--- config.mk ---
export PLATFORM = sky130hd
export DESIGN_NAME = data_mem_flat
export DESIGN_NICKNAME = d
export VERILOG_FILES = /design/src/rtl/data_mem_if.sv /design/src/rtl/data_mem.sv /design/src/flat_wrapper.sv
export SDC_FILE = /design/constraint.sdc
export NUM_CORES = 2
export LEC_CHECK = 0
export ABC_AREA = 1
export BUFFER_PORTS_ARGS = -buffer_cell sky130_fd_sc_hd__buf_2
export CAP_MARGIN = 20
export CORE_MARGIN = 3
export CORE_UTILIZATION = 45
export DETAILED_ROUTE_END_ITERATION = 7
export PLACE_DENSITY = 0.65
export SLEW_MARGIN = 20
export SYNTH_ARGS = -nofsm -noshare
export SYNTH_HDL_FRONTEND = slang
export SYNTH_SLANG_ARGS = --single-unit
--- constraint.sdc ---
create_clock -name clk -period 4.7 [get_ports clk]
set_clock_uncertainty 0.2 [all_clocks]
set_input_delay 0.705 -clock clk [delete_from_list [all_inputs] [get_ports clk]]
set_output_delay 0.705 -clock clk [all_outputs]
set_load 0.005 [all_outputs]
--- src/rtl/data_mem_if.sv ---
// data_mem_if: address, write and read-data signals for one data_mem port
interface data_mem_if #(
    parameter int WIDTH  = 32,
    parameter int ADDR_W = 6
);
    logic              we;
    logic [ADDR_W-1:0] a;
    logic [WIDTH-1:0]  wd;
    logic [WIDTH-1:0]  rd;
    modport master (output we, a, wd, input rd);
    modport slave  (input we, a, wd, output rd);
endinterface

--- src/rtl/data_mem.sv ---
// data_mem: word-addressed data memory with synchronous write, combinational read
// and an asynchronous active-low reset that clears every word.
module data_mem #(
    parameter int WIDTH  = 32,
    parameter int ADDR_W = 6,
    parameter int DEPTH  = 64
) (
    input logic       clk,
    input logic       rst_n,
    data_mem_if.slave bus
);
    logic [WIDTH-1:0] mem [DEPTH];
    logic             in_range;
    assign in_range = int'(bus.a) < DEPTH;
    // Out-of-range addresses read as zero rather than aliasing onto real words
    assign bus.rd = in_range ? mem[bus.a] : '0;
    always_ff @(posedge clk or negedge rst_n) begin
        if (!rst_n) begin
            for (int i = 0; i < DEPTH; i++) mem[i] <= '0;
        end else if (bus.we && in_range) begin
            mem[bus.a] <= bus.wd;
        end
    end
endmodule

--- src/flat_wrapper.sv ---
// flat-port wrapper written by rule: the top's interface ports become plain ports
module data_mem_flat 
#(
    parameter int WIDTH  = 32,
    parameter int ADDR_W = 6,
    parameter int DEPTH  = 64
)
  (clk, rst_n, bus_we, bus_a, bus_wd, bus_rd);
  data_mem_if #(.WIDTH(WIDTH), .ADDR_W(ADDR_W)) bus_i ();
  input logic clk;
  input logic rst_n;
  input wire logic [$bits(bus_i.we)-1:0] bus_we;
  input wire logic [$bits(bus_i.a)-1:0] bus_a;
  input wire logic [$bits(bus_i.wd)-1:0] bus_wd;
  output wire logic [$bits(bus_i.rd)-1:0] bus_rd;
  assign bus_i.we = bus_we;
  assign bus_i.a = bus_a;
  assign bus_i.wd = bus_wd;
  assign bus_rd = bus_i.rd;
  data_mem #(.WIDTH(WIDTH), .ADDR_W(ADDR_W), .DEPTH(DEPTH)) u_core (.clk(clk), .rst_n(rst_n), .bus(bus_i));
endmodule
==> summary.md <==
| Metric | Value |
|---|---|
| WP data arrival | 3.58 ns |
| Fraction of the mapped netlist area in simple logic gates | 0.299 |
| Largest family of logic cells by synthesized area | simple AND/OR/NAND/NOR gates |
| Initial DRC Count | 10,200 |
| Post-route setup slack | between 0.2 and 0.25 ns |
| Final Max Tran Viols | 0 |
| Total Routing Usage GR | 0.306 |
| Initial core utilization | 0.453 |
| Yosys reg bits | just over 2,000 |
| Top Ports | 73 |
| Final Util | 0.505 |
| Mapped Nets | 13,200 |
| Reg with most FFs | u_core.mem |
| Worst-skew pair later-pin latency | 0.82 ns |
| Max reg flops | 2,048 |
| Max Cap Violations | 0 |
| Via count | 86,000 |
| Postcts setup bufs | 0 |
| Total power | 47.8 mW |
| TNS Setup | 0 ns |
| RR Startpoint | u_core.mem[1542] |
| Worst EP required | 3.80 ns |
| Largest net degree at the start of global routing | 185 |
| Synth async-reset ratio | 1.00 |
| DP HPWL | 206,000 um |
| HP Class | in -> reg |
| Fillers | ~21,000 |
| Area of the mapped netlist | 96,300 um^2 |
| Setup WS pre-CTS | 0.338 ns |
| Relative max-transition margin | 0.225 |
| # setup viols final | 0 |
| RSZ-0062 raised after global routing | no |
| Placed Cells | 15,300 |
| R2R depth | 2 |
| Worst Hold Launch | bus_wd[22] |
| Dominant cell type by area after synthesis | dfrtp_1 |
| Predominant post-synthesis flop cell | dfrtp_1 |
| Synth warn | 0 |
| Pwr dens | ~450 nW/um^2 |
| Area grow syn2layout | 11.4% |
| H-tree depth | 4 |
| Worst reg2reg endpoint | u_core.mem[1542] |
| Max VDD drop | 0.420 mV |
| Hold EP | u_core.mem[1590] |
| Vias in the first global route | slightly above 80,000 |
| Xor/xnor cell area share of the yosys netlist | 0 |
| Synth Area in Adders | 0 |
| Post-synthesis mux area share | 0 |
| Routed Antenna Nets | 0 |
| DRC | 0 |
| Mean routed wirelength per cell | 21.5 um |
| Placed cell area | 99,600 um^2 |
| Compound-gate portion of the synthesized area | 0.117 |
| Largest regs | u_core.mem x2048 |
| Global route total overflow | 0 |
| Port Buf Inserts | 72 |
| Multi-input gate area | 40,200 um^2 |
| Max Freq | 223 MHz |
| Site row count | 169 |
| Worst-Margin Slew | 1.16 ns |
| Min-Delay Path Depth | 3 |
| Synth top cells by count | nand2_1, dfrtp_1, o21ai_0, nor2_1, a21oi_1 |
| Avg Inst Size Synth | ~7.3 um^2 |
| Synth unique cells | 25 |
| Final Hold Fails | 0 |
| Period utilisation layout | 0.955 |
| Non-Filler Instances | 15,700 |
| Storage cell area | 51,200 um^2 |
| Worst Path Max Fanout | slightly above 50 |
| P_leak | 55.3 nW |
| Status | finished clean |
| Maximum clock path buffer count | 3 |
| First-pass GRT wire length | 512,000 um |
| Clk sinks | 2,048 |
| CTS tree | built |
| CP startpoint | bus_a[0] |
| Initial antenna violation count | 15 |
| Routed WL | 338,000 um |
| Placeable Area | 213,000 um^2 |
| Most common cell in the netlist | nand2_1 |
| Clk slew on worst S/H paths | 0.06 ns |
| Mapped Cells | 13,100 |
| Fin crit period | 4.49 ns |
| Startpoint Class | input port |
| Register area share after synthesis | 0.532 |
| DR vias/cell | 5.46 |
| Post-layout instance area | 107,000 um^2 |
| Die Ht | 469 um |
| CP Capture Type | output port |
| Top-area cell type share of the netlist area | 0.532 |
| Worst Hold Slack | 0.0736 ns |
| Die width | between 400 and 500 um |
| GPL Wtd Cong | between 0.9 and 1 |
| Setup CP Type | in -> out |
| Post-synth EDFFs | 0 |
| Die ar. | 220,000 um^2 |
| CTS Buf Count | around 220 |
| Root Buffer | clkbuf_16 |
| Top area cells in the synthesized netlist | dfrtp_1, nand2_1, o21ai_0 |
| R2R Setup Slk | ~3.8 ns |
| 1st-pass router iterations | 6 |
| Ratio of cells with drive above 1 in the final layout | 0.0674 |
| Final layout net count | 12,800 |
[critical path, cell delays in order]
cell     delay [ns]
buf_8          0.33
inv_8          0.24
buf_12         0.26
buf_4          0.23
nand2_1        0.09
nand2_1        0.05
nand2_1        0.05
nand2_1        0.06
nand2_1        0.12
nand2_1        0.06
nand2_1        0.05
nand2_1        0.18
nor2_1         0.66
nand2_1        0.22
buf_2          0.18
[metal layers]
metal | global-route usage | vias to the layer above | part of all wire
met5 | 0 | - | 0.000080
met4 | 0.157 | 4 | 0.057
met3 | 0.0563 | 703 | 0.086
met2 | 0.459 | 3761 | 0.44
met1 | 0.424 | 41500 | 0.42
li1 | - | 40000 | -
[timing repair]
item                                   in CTS  in global routing
gates resized for setup                     0                  0
hold buffers                                2                  0
endpoints found under the hold margin      76                  0
[worst max path at each step]
| stage | end | slack, ns | cells after the start |
|---|---|---|---|
| final | bus_rd[10] | 0.21 | 15 |
| after global routing | bus_rd[14] | 0.22 | 14 |
| after CTS | bus_rd[10] | 0.33 | 15 |
| after detailed placement | bus_rd[10] | 0.34 | 15 |
| after global placement | bus_rd[10] | 0.33 | 15 |
| after floorplan | bus_rd[6] | 1.60 | 15 |
[area by class of cell]
| cell class | instances | share of cell area |
|---|---|---|
| repair buffers | 378 | 0.0344 |
| well taps | 2821 | 0.0329 |
| flip-flops and latches | 2048 | 0.478 |
| multi-input cells | 9817 | 0.375 |
| clock buffers | 328 | 0.0613 |
| diodes | 14 | 0.000327 |
| inverters | 257 | 0.00925 |
| clock inverters | 85 | 0.00963 |
[layout by cell type (no fill, tap or decap), types with 19 or more instances in the layout]
master	n
dfrtp_1	2048
o21ai_0	1270
clkbuf_8	62
buf_12	78
nand2_1	6557
nand2_2	31
nor2_4	33
buf_2	68
inv_1	213
clkbuf_1	44
inv_2	37
buf_4	226
clkinv_2	53
nor2_1	924
clkbuf_16	222
o21ai_1	116
a21oi_1	854
bufinv_16	19
[power breakdown]
group          switching (mW)  leakage [nW]  internal [mW]
clock network            7.53          3.78           10.7
registers                1.47          26.2           20.5
logic                    4.99          25.3           2.61
total                    14.0          55.3           33.8
[kinds of logic (layout without fill, tap and decap cells)]
kind of cell | count (synthesis) | in the layout
and+or+nand+nor | 7570 | 7570
DFF | 2048 | 2048
buffers and inverters | 1260 | 1048
other | 0 | 14
AOI/OAI and AO/OA | 2247 | 2247
Power figures use the tool's default switching activity.
